`src/rtl/sync_filter_pkg.sv`:
```
// Shared constants, legal parameter ranges and helpers for the multi-channel
// input synchroniser / debounce filter bank.
package sync_filter_pkg;

  localparam int DEF_CHANNELS   = 4;
  localparam int DEF_SYNC_FF    = 2;
  localparam int DEF_FILTER_LEN = 4;
  localparam int DEF_CNT_W      = 8;

  localparam int MIN_CHANNELS   = 1;
  localparam int MAX_CHANNELS   = 32;
  localparam int MIN_SYNC_FF    = 2;
  localparam int MAX_SYNC_FF    = 4;
  localparam int MIN_FILTER_LEN = 1;
  localparam int MAX_FILTER_LEN = 255;
  localparam int MIN_CNT_W      = 1;
  localparam int MAX_CNT_W      = 16;

  typedef enum logic [1:0] {
    EDGE_NONE = 2'd0,
    EDGE_RISE = 2'd1,
    EDGE_FALL = 2'd2
  } edge_e;

  // Stability counter must be able to hold FILTER_LEN-1 (and stays >= 1 bit).
  function automatic int fc_width(input int filter_len);
    return $clog2(filter_len + 1);
  endfunction

endpackage

```
`src/rtl/sync_filter_ch.sv`:
```
// One channel: synchroniser chain, stability filter, edge pulses and a
// saturating event counter.
module sync_filter_ch
  import sync_filter_pkg::*;
#(
  parameter int   SYNC_FF    = DEF_SYNC_FF,
  parameter int   FILTER_LEN = DEF_FILTER_LEN,
  parameter int   CNT_W      = DEF_CNT_W,
  parameter logic RST_VAL    = 1'b0
) (
  input  logic             clk,
  input  logic             rst,
  input  logic             async_in,
  input  logic             cnt_clr,
  output logic             level_out,
  output logic             rise_out,
  output logic             fall_out,
  output logic [CNT_W-1:0] evt_cnt
);

  localparam int               FC_W    = fc_width(FILTER_LEN);
  localparam logic [FC_W-1:0]  FC_LAST = FC_W'(FILTER_LEN - 1);
  localparam logic [CNT_W-1:0] CNT_MAX = '1;

  (* ASYNC_REG = "TRUE" *) logic [SYNC_FF-1:0] r_sync;
  logic [FC_W-1:0]  r_fc;
  logic             r_level;
  logic             r_rise;
  logic             r_fall;
  logic [CNT_W-1:0] r_cnt;

  logic  w_syn;
  logic  w_differ;
  logic  w_commit;
  edge_e w_edge;

  // Plain shift chain: nothing may sit between the stages.
  always_ff @(posedge clk or posedge rst) begin
    if (rst) r_sync <= {SYNC_FF{RST_VAL}};
    else     r_sync <= {r_sync[SYNC_FF-2:0], async_in};
  end

  assign w_syn    = r_sync[SYNC_FF-1];
  assign w_differ = (w_syn != r_level);
  assign w_commit = w_differ && (r_fc == FC_LAST);

  always_comb begin
    w_edge = EDGE_NONE;
    if (w_commit) w_edge = w_syn ? EDGE_RISE : EDGE_FALL;
  end

  // Any return to the committed level before FILTER_LEN samples drops the run.
  always_ff @(posedge clk or posedge rst) begin
    if (rst) begin
      r_fc    <= '0;
      r_level <= RST_VAL;
    end else begin
      if (!w_differ || w_commit) r_fc <= '0;
      else                       r_fc <= r_fc + FC_W'(1);
      if (w_commit) r_level <= w_syn;
    end
  end

  always_ff @(posedge clk or posedge rst) begin
    if (rst) begin
      r_rise <= 1'b0;
      r_fall <= 1'b0;
    end else begin
      r_rise <= (w_edge == EDGE_RISE);
      r_fall <= (w_edge == EDGE_FALL);
    end
  end

  // A clear coinciding with a commit keeps that commit as the first new event.
  always_ff @(posedge clk or posedge rst) begin
    if (rst) begin
      r_cnt <= '0;
    end else if (w_commit) begin
      if (cnt_clr)               r_cnt <= CNT_W'(1);
      else if (r_cnt != CNT_MAX) r_cnt <= r_cnt + CNT_W'(1);
    end else if (cnt_clr) begin
      r_cnt <= '0;
    end
  end

  assign level_out = r_level;
  assign rise_out  = r_rise;
  assign fall_out  = r_fall;
  assign evt_cnt   = r_cnt;

endmodule

```
`src/rtl/sync_filter_bank.sv`:
```
// Bank of independent input conditioners bringing CHANNELS asynchronous bits
// into the clk domain; counters are packed channel-major into evt_cnt.
module sync_filter_bank
  import sync_filter_pkg::*;
#(
  parameter int                  CHANNELS   = DEF_CHANNELS,
  parameter int                  SYNC_FF    = DEF_SYNC_FF,
  parameter int                  FILTER_LEN = DEF_FILTER_LEN,
  parameter int                  CNT_W      = DEF_CNT_W,
  parameter logic [CHANNELS-1:0] RESET_VAL  = '0
) (
  input  logic                      clk,
  input  logic                      rst,
  input  logic [CHANNELS-1:0]       async_in,
  input  logic [CHANNELS-1:0]       cnt_clr,
  output logic [CHANNELS-1:0]       level_out,
  output logic [CHANNELS-1:0]       rise_out,
  output logic [CHANNELS-1:0]       fall_out,
  output logic [CHANNELS*CNT_W-1:0] evt_cnt
);

  if (CHANNELS < MIN_CHANNELS || CHANNELS > MAX_CHANNELS) begin : g_bad_channels
    $error("sync_filter_bank: CHANNELS out of range");
  end
  if (SYNC_FF < MIN_SYNC_FF || SYNC_FF > MAX_SYNC_FF) begin : g_bad_sync_ff
    $error("sync_filter_bank: SYNC_FF out of range");
  end
  if (FILTER_LEN < MIN_FILTER_LEN || FILTER_LEN > MAX_FILTER_LEN) begin : g_bad_filter_len
    $error("sync_filter_bank: FILTER_LEN out of range");
  end
  if (CNT_W < MIN_CNT_W || CNT_W > MAX_CNT_W) begin : g_bad_cnt_w
    $error("sync_filter_bank: CNT_W out of range");
  end

  for (genvar gi = 0; gi < CHANNELS; gi++) begin : g_ch
    sync_filter_ch #(
      .SYNC_FF    (SYNC_FF),
      .FILTER_LEN (FILTER_LEN),
      .CNT_W      (CNT_W),
      .RST_VAL    (RESET_VAL[gi])
    ) u_ch (
      .clk       (clk),
      .rst       (rst),
      .async_in  (async_in[gi]),
      .cnt_clr   (cnt_clr[gi]),
      .level_out (level_out[gi]),
      .rise_out  (rise_out[gi]),
      .fall_out  (fall_out[gi]),
      .evt_cnt   (evt_cnt[gi*CNT_W +: CNT_W])
    );
  end

endmodule
```
`config.mk`:
```
export PLATFORM = sky130hd
export DESIGN_NAME = sync_filter_bank
export DESIGN_NICKNAME = d
export VERILOG_FILES = /design/src/rtl/sync_filter_pkg.sv /design/src/rtl/sync_filter_ch.sv /design/src/rtl/sync_filter_bank.sv
export SDC_FILE = /design/constraint.sdc
export NUM_CORES = 1
export LEC_CHECK = 0
export ABC_AREA = 0
export CAP_MARGIN = 0
export CORE_MARGIN = 2
export CORE_UTILIZATION = 50
export DETAILED_ROUTE_END_ITERATION = 7
export DONT_BUFFER_PORTS = 1
export PLACE_DENSITY_LB_ADDON = 0.2
export SYNTH_ARGS = -nofsm -noshare
export SYNTH_HDL_FRONTEND = slang
export SYNTH_SLANG_ARGS = --single-unit
```
`constraint.sdc`:
```
create_clock -name clk -period 3.2 [get_ports clk]
set_clock_uncertainty 0.05 [all_clocks]
set_input_delay 0.32 -clock clk [delete_from_list [all_inputs] [get_ports clk]]
set_output_delay 0.32 -clock clk [all_outputs]
set_load 0.02 [all_outputs]
```
After elaboration in Yosys (flattened, before gate mapping)

Cells that the tools add are included.

Register bits after elaboration: 64
Input bits: 10
Output and inout bits: 44
Word-level logic and storage cells: 104

$add $sub $neg: 8
Equality and inequality tests: 20
Muxes and demuxes: 28
Reductions and logical operators: 24

Operators with widths:

| operator              | count |
|---|---|
| $mux W8               | 16 |
| $add A8 B1 Y8 const B | 4 |
| $ne A8 B8 Y1 const B  | 4 |
| $mux W2               | 8 |
| $reduce_bool A2 Y1    | 8 |
| $add A3 B1 Y3 const B | 4 |
| $eq A3 B2 Y1 const B  | 4 |
| $mux W3               | 4 |
| $eq A2 B1 Y1 const B  | 4 |
| $eq A2 B2 Y1 const B  | 4 |
| $reduce_and A2 Y1     | 4 |
| $logic_and A1 B1 Y1   | 4 |
| $logic_not A1 Y1      | 4 |
| $logic_or A1 B1 Y1    | 4 |
| $ne A1 B1 Y1          | 4 |

Depth between registers and ports, before layout

Gate-level depths: netlist of the first run.

Depth after elaboration: 4
Gate-level depth with buffers: 6
Mapped depth without buffers: 6

Hierarchy

A second synthesis of the first run with hierarchy kept.

Cell total of the unflattened synthesis: 281
Area total of the unflattened synthesis: 3047.9 sq um

By module, submodules not included:

| module                            | times used | cells an instance | area each (sq um) | sequential area each (sq um) |
|---|---|---|---|---|
| sync_filter_ch (g_ch[0].u_ch ...) | 3          | 70                | 764.5             | 400.4 |
| sync_filter_ch (g_ch[2].u_ch)     | 1          | 71                | 754.5             | 400.4 |

Worst setup path after synthesis of the first run

Ideal clock, no wire load.

Kind: flip-flop to flip-flop
Start point: register g_ch[1].u_ch.r_cnt[0]
End point: register g_ch[1].u_ch.r_cnt[5]
Library setup time: 0.078 ns
Data arrival time: 1.668 ns
Required time: 3.072 ns
Slack: 1.404 ns
Stages on the path, launching flop included: 7
Path buffers: 1
Period minus slack after synthesis: 1.796 ns
Cell sequence: dfrtp_1 > ha_1 > nand3_1 > o211ai_2 > buf_6 > or4_1 > a21oi_1

Cells in the longest elaborated chain, start to end: 4
Elaborated cells between the ends (all ways): 7
Classes of those cells: 1 x add/sub; 1 x eq/ne; 3 x mux; 2 x reduce/logical

Ends and longest elaborated chain:

| what                   | line                 | RTL |
|---|---|---|
| start, declared        | sync_filter_ch.sv:30 | `logic [CNT_W-1:0] r_cnt;` |
| start signal, assigned | sync_filter_ch.sv:80 | `else if (r_cnt != CNT_MAX) r_cnt <= r_cnt + CNT_W'(1);` |
| $add A8 B1 Y8          | sync_filter_ch.sv:80 |  |
| $mux W8                | sync_filter_ch.sv:80 |  |
| $mux W8                | sync_filter_ch.sv:79 | `if (cnt_clr) r_cnt <= CNT_W'(1);` |
| $mux W8                | sync_filter_ch.sv:78 | `end else if (w_commit) begin` |

Several ways; a longest one is shown, not always the timed one. The select of a mux whose other input is x is not followed.
A chain may end at the register's enable or synchronous reset.

Worst setup path after layout of the first run

Start point: register g_ch[0].u_ch.r_cnt[0]
End point: register g_ch[0].u_ch.r_cnt[3]

Cells in the longest elaborated chain, start to end: 4
Elaborated cells between the ends (all ways): 7
Classes of those cells: 1 x add/sub; 1 x eq/ne; 3 x mux; 2 x reduce/logical

Ends and longest elaborated chain:

| what                   | line |
|---|---|
| start, declared        | sync_filter_ch.sv:30 |
| start signal, assigned | sync_filter_ch.sv:80 |
| $add A8 B1 Y8          | sync_filter_ch.sv:80 |
| $mux W8                | sync_filter_ch.sv:80 |
| $mux W8                | sync_filter_ch.sv:79 |
| $mux W8                | sync_filter_ch.sv:78 |

Several ways; a longest one is shown, not always the timed one. The select of a mux whose other input is x is not followed.

==> metrics.txt, run 1 <==
status completed; sequential share of the synthesized area 0.5442; Yosys Warn Count 0; Pwr Density 649.2 nW/um^2; clock latency on the worst-skew pair 0.34 ns; most common cell after layout, fill and taps aside dfrtp_1; main flop type after synthesis dfrtp_1; Period minus WS final 2.177 ns; pin count of the biggest net entering global routing 37; Core Box Area 5608 sq um; Die H 80.72 um; CP endpoint g_ch[0].u_ch.evt_cnt[3]; Setup crit end kind register; CP startpoint g_ch[0].u_ch.evt_cnt[0]; Final Core Density 0.5718; Post-synth EDFFs 0; initial antenna violation count 0; clk buf depth 2; CTS Buf Count 9; Hold Vio Cnt, Final 0; r2r setup slk 1.02 ns; mean post-synth cell area 10.82 sq um; Die W 80.72 um; fraction of registers with async set/reset 1.000; Routed WL 5386 um; drt via density 5.781; R2R depth 5; post_cts resized 0; min-delay worst type primary input to register; RR Endpoint g_ch[0].u_ch.evt_cnt[3]; DR WL/cell 15.34 um; share of layout cells above drive strength 1 0.08602; most frequent cells in the layout dfrtp_1 (64), nor2_1 (22), nand3_1 (18), a21oi_1 (18), inv_1 (13); RD Place Congestion 0.7656; Reg-to-Reg Start g_ch[0].u_ch.evt_cnt[0]; Setup CP Type register to register; Via Count 2029; # H-tree levels 3; area of the multi-input gates 1159 sq um; vias in the first global route 1913; Netlist cell types 43; Tot GR Track Use 0.1895; crit start category register; Inserted Diodes 0; Initial Utilization 0.5248; final hold slack 0.09094 ns; Antenna Nets Post-Route 0; MaxCap Viol Count 0; Max transition margin 0.3472; # IOs 54; Synth Register Bits 64; Area growth, synth to finish 8.971%; hpwl dp 3452 um; clk sinks 64; Final Cycle Share 0.6804; clock tree from TritonCTS done; global-route wire length before repair 9370 um; Mapped Cells 272; P_leak 1.436 nW; remaining global-route overflow 0; Root Driver clkbuf_8; Iter 0 DRT Violations 102; Worst-path clk slew 0.07 ns; Post-Synthesis Net Count 294; worst-path maximum fanout 15; Final nets 296; register area 1602 sq um; Rows 27; f_max 459.3 MHz; Least-Margin Pin Slew 0.9749 ns; I/O Buffers 0; worst vdd ir 323.7 uV; fillers 492; RSZ-0062 raised after global routing false; CP arrival 2.39 ns; die area 6515 sq um; Setup-failing EPs final 0; Setup TNS 0 ns; Slew Limit Fails 0; # DRC 0; Critical Path RT 3.42 ns; DR pass1 iterations 4; Synth Cell Area 2943 sq um
## registers in the layout, indices dropped and copies added, names as in the netlist
name                 flops
g_ch.u_ch.evt_cnt       32
g_ch.u_ch.level_out      4
g_ch.u_ch.r_sync         8
g_ch.u_ch.fall_out       4
g_ch.u_ch.r_fc          12
g_ch.u_ch.rise_out       4
## what timing repair did
item,4_1_cts,5_1_grt
setup endpoints to repair,0,0
hold endpoints to repair,64,0
setup buffers,0,0
hold buffers,9,0
## cell type report
cell class              count  area share
well taps                  72     0.02809
flip-flops and latches     64      0.4994
inverters                  14     0.01639
multi-input cells         174      0.3613
clock inverters             3     0.01249
repair buffers             11     0.03277
clock buffers              13     0.04955
## power by group
part | total, mW | internal (mW) | switching (mW) | leakage (nW)
clock | 0.700 | 0.400 | 0.300 | 0.103
sequential | 1.07 | 0.915 | 0.153 | 0.858
combinational | 0.314 | 0.131 | 0.182 | 0.475
## worst max-delay path: stages (launching register included)
cell,delay [ns]
dfrtp_1,0.52
ha_1,0.28
nand3_1,0.09
o211ai_1,0.79
o21ai_0,0.22
a21oi_1,0.15
## synthesized netlist by cell type, drive strengths merged (7+ instances only)
library cell,n,share of area
dfrtp,64,0.54
buf,19,0.043
nand2,9,0.011
nand3,18,0.031
ha,12,0.051
o31ai,8,0.020
o21ai,10,0.017
nor2,22,0.028
inv,14,0.018
a21oi,18,0.031
or4,8,0.020
nand4,7,0.015
o211ai,7,0.020
or3,8,0.017
## per-layer routing
layer  vias up  global-route usage  wire length (um)
met5         -                   0                 0
met4         0              0.1068               108
met3        13             0.04831               302
met2        50              0.2700              2441
met1       992              0.2634              2534
li1        974                   -                 -
## worst min path at each step
stage          cells past startpoint                 endpoint              startpoint  slack (ns)
2_1_floorplan                      0   g_ch[0].u_ch.r_sync[1]  g_ch[0].u_ch.r_sync[0]        0.28
3_3_place_gp                       0   g_ch[3].u_ch.r_sync[1]  g_ch[3].u_ch.r_sync[0]        0.28
3_5_place_dp                       0   g_ch[0].u_ch.r_sync[1]  g_ch[0].u_ch.r_sync[0]        0.29
4_1_cts                            2  g_ch[3].u_ch.evt_cnt[3]              cnt_clr[3]        0.08
5_1_grt                            2  g_ch[3].u_ch.evt_cnt[3]              cnt_clr[3]        0.07
6_report                           2  g_ch[3].u_ch.evt_cnt[3]              cnt_clr[3]        0.09
## stage by stage
| stage | total power, mW | cells | setup slack, ns | cell area (sq um) |
|---|---|---|---|---|
| 6_report | 2.082 | 351 | 1.023 | 3207 |
| 5_1_grt | 2.218 | 351 | 0.7573 | 3207 |
| 4_1_cts | 2.106 | 351 | 1.051 | 3207 |
| 3_5_place_dp | 1.386 | 326 | 1.073 | 2918 |
| 3_3_place_gp | 1.375 | 326 | 1.162 | 2918 |
| 2_1_floorplan | 1.361 | 272 | 1.232 | 2943 |
## kinds of logic after synthesis
| family | after synthesis | synth area share |
|---|---|---|
| buf+inv | 34 | 0.06207 |
| flops | 64 | 0.5442 |
| mux | 8 | 0.02849 |
| simple gates | 96 | 0.1820 |
| compound gates | 51 | 0.1088 |
| fa+ha+maj | 12 | 0.05102 |
| xor+xnor | 7 | 0.02339 |
Power figures use the tool's default switching activity.
==> run 2: changes to the inputs <==
--- a/config.mk
+++ b/config.mk
@@ -5,7 +5,7 @@
 export SDC_FILE = /design/constraint.sdc
 export NUM_CORES = 1
 export LEC_CHECK = 0
-export ABC_AREA = 0
+export ABC_AREA = 1
 export CAP_MARGIN = 0
 export CORE_MARGIN = 2
 export CORE_UTILIZATION = 50
==> constraint.sdc (replaced) <==
create_clock -name clk -period 1.85 [get_ports clk]
set_clock_uncertainty 0.05 [all_clocks]
set_input_delay 0.185 -clock clk [delete_from_list [all_inputs] [get_ports clk]]
set_output_delay 0.185 -clock clk [all_outputs]
set_load 0.02 [all_outputs]
==> metrics.txt, run 2 <==
worst-path maximum fanout 8 (-7); Setup crit end kind register; # H-tree levels 3 (unchanged); Die H 84.04 um (+4.1%); MaxCap Viol Count 0 (unchanged); pin count of the biggest net entering global routing 51 (+38%); hpwl dp 3944 um (+14%); Period minus WS final 1.617 ns (-0.5603 ns); fraction of registers with async set/reset 1.000 (unchanged); CP dominant cell by count nand2_1; Yosys Warn Count 0 (unchanged); mean post-synth cell area 8.542 sq um (-21%); Root Driver clkbuf_8; Iter 0 DRT Violations 99 (-2.9%); Max transition margin 0.7458 (+0.3986); r2r setup slk 0.23 ns (-0.79 ns); fillers 559 (+14%); I/O Buffers 0 (unchanged); post_cts resized 0 (unchanged); total setup buffers inserted after CTS 0 (unchanged); DR pass1 iterations 5 (+1); top post-synthesis cells by area dfrtp_1 (50%), nand2_1 (12%), inv_1 (6.3%); final hold slack 0.01811 ns (-0.07283 ns); # DRC 0 (unchanged); clock tree from TritonCTS done; hold depth 3 (+1); Setup-failing EPs final 0 (unchanged); Final nets 414 (+40%); Critical Path RT 2.07 ns (-1.35 ns); GR Util met2 0.2698 (about the same); Rows 29 (+7.4%); Core Box Area 6277 sq um (+12%); Setup TNS 0 ns (unchanged); vias in the first global route 2193 (+15%); Via Count 2274 (+12%); Post-synth EDFFs 0 (unchanged); most common cell after layout, fill and taps aside nand2_1; max reg flops 32 (unchanged); status completed; Slew Limit Fails 0 (unchanged); crit start category register; Inserted Diodes 0 (unchanged); CP arrival 1.83 ns (-0.56 ns); Hold Vio Cnt, Final 0 (unchanged); Antenna Nets Post-Route 0 (unchanged); Synth area leader dfrtp_1; Area growth, synth to finish 12.19%; Least-Margin Pin Slew 0.3812 ns (-0.5937 ns); synth cell count leaders nand2_1 (99), dfrtp_1 (64), inv_1 (54), nor2_1 (38), nand3_1 (22); routing usage on met1 0.2176 (-0.04583); Setup CP Type register to register; most frequent cells in the layout nand2_1 (99), dfrtp_1 (64), inv_1 (53); RSZ-0062 raised after global routing false; Buffers & Inverters on Critical Path 0 (unchanged); Netlist cell types 31 (-28%); die area 7063 sq um (+8.4%); f_max 618.4 MHz (+35%); global-route wire length before repair 9763 um (+4.2%); remaining global-route overflow 0 (unchanged); Crit path largest cell delay 0.50 ns (-0.29 ns); crit-path leading delay family simple AND/OR/NAND/NOR gates; Synth Cell Area 3203 sq um (+8.8%); share of the synthesized area in the top cell type 0.5000 (-0.04422); DR WL/cell 11.76 um (-23%); Synth Register Bits 64 (unchanged); grt met3 use 0.06133 (+0.01301); Pwr Density 1036 nW/um^2 (+60%); R2R depth 7 (+2); CP cell instances ha_1 -> nand2_1 -> nor2_1 -> nand3_1 -> o21ai_4 -> nand2_1 -> nand2_1; hold_buf cts 9 (unchanged); CTS Buf Count 9 (unchanged); Worst-path clk slew 0.07 ns (about the same); Routed WL 5573 um (+3.5%); Tot GR Track Use 0.1712 (-0.01831); P_leak 1.818 nW (+27%); busiest grt layer met2; Post-Synthesis Net Count 397 (+35%); share of layout cells above drive strength 1 0.1234 (+0.03740); main flop type after synthesis dfrtp_1; Initial Utilization 0.5103 (-0.01450); CP Depth 7 (+2); worst vdd ir 717.9 uV (+120%); CP max stage cell dfrtp_1; clk sinks 64 (unchanged); Mapped Cells 375 (+38%); drt via density 4.797 (-17%); RD Place Congestion 0.8108 (+5.9%); Final Cycle Share 0.8741 (+0.1937); min-delay worst type primary input to register; sequential share of the synthesized area 0.5000 (-0.04422); # IOs 54 (unchanged); count leader, synth nand2_1; Die W 84.04 um (+4.1%); initial antenna violation count 0 (unchanged); clock latency on the worst-skew pair 0.34 ns (about the same); clk buf depth 2 (unchanged)
## run 2: worst min-delay path, delay by kind of cell
kind	cells	cell delay (ns)
and+or+nand+nor	2	0.13
buffers and inverters	1	0.05
## run 2: worst paths after layout
| path | from | endpoint |
|---|---|---|
| setup / recovery | g_ch[3].u_ch.evt_cnt[1] | g_ch[3].u_ch.evt_cnt[6] |
| hold / removal | cnt_clr[1] | g_ch[1].u_ch.evt_cnt[3] |
| setup reg to reg | g_ch[3].u_ch.evt_cnt[1] | g_ch[3].u_ch.evt_cnt[6] |
| hold reg to reg | g_ch[0].u_ch.r_sync[0] | g_ch[0].u_ch.r_sync[1] |
| max in group asynchronous | rst | g_ch[3].u_ch.evt_cnt[2] |
| min in group asynchronous | rst | g_ch[0].u_ch.evt_cnt[5] |
## run 2: kinds of logic (layout without fill, tap and decap cells)
logic type	Yosys count	after routing	synth area share
buffers and inverters	68	90	0.09375
XOR/XNOR	12	12	0.03516
flip-flops	64	64	0.5000
adder cells (fa/ha/maj)	12	12	0.04687
AO/OA/AOI/OAI	29	29	0.05352
AND/OR/NAND/NOR	190	190	0.2707
## run 2: stage by stage
step | utilization | area, sq um | std cells | setup slack (ns) | power (mW)
CTS | 0.5725 | 3593 | 474 | 0.2385 | 3.770
global placement | 0.5240 | 3289 | 449 | 0.3052 | 2.407
global route | 0.5725 | 3593 | 474 | 0.09560 | 3.951
detailed placement | 0.5240 | 3289 | 449 | 0.2693 | 2.432
floorplan | - | 3203 | 375 | 0.01690 | 2.355
finish | 0.5725 | 3593 | 474 | 0.2329 | 3.722
## run 2: where the power goes
part | internal (mW) | leakage, nW | switching (mW)
logic | 0.238 | 0.856 | 0.424
registers | 1.58 | 0.855 | 0.173
clock network | 0.796 | 0.108 | 0.512
## run 2: area by class of cell
type	count	area (sq um)	area share
inverter	56	210.2	0.05850
tap	77	96.34	0.02681
clock buffer	13	148.9	0.04143
clock inverter	3	65.06	0.01811
timing repair buffer	18	170.2	0.04735
sequential	64	1602	0.4457
multi-input combinational	243	1301	0.3621
## run 2: metal layers
layer,vias up,share of wire
met1,1044,0.47
met2,38,0.47
met3,9,0.047
li1,1183,-
met4,0,0.016
met5,-,0
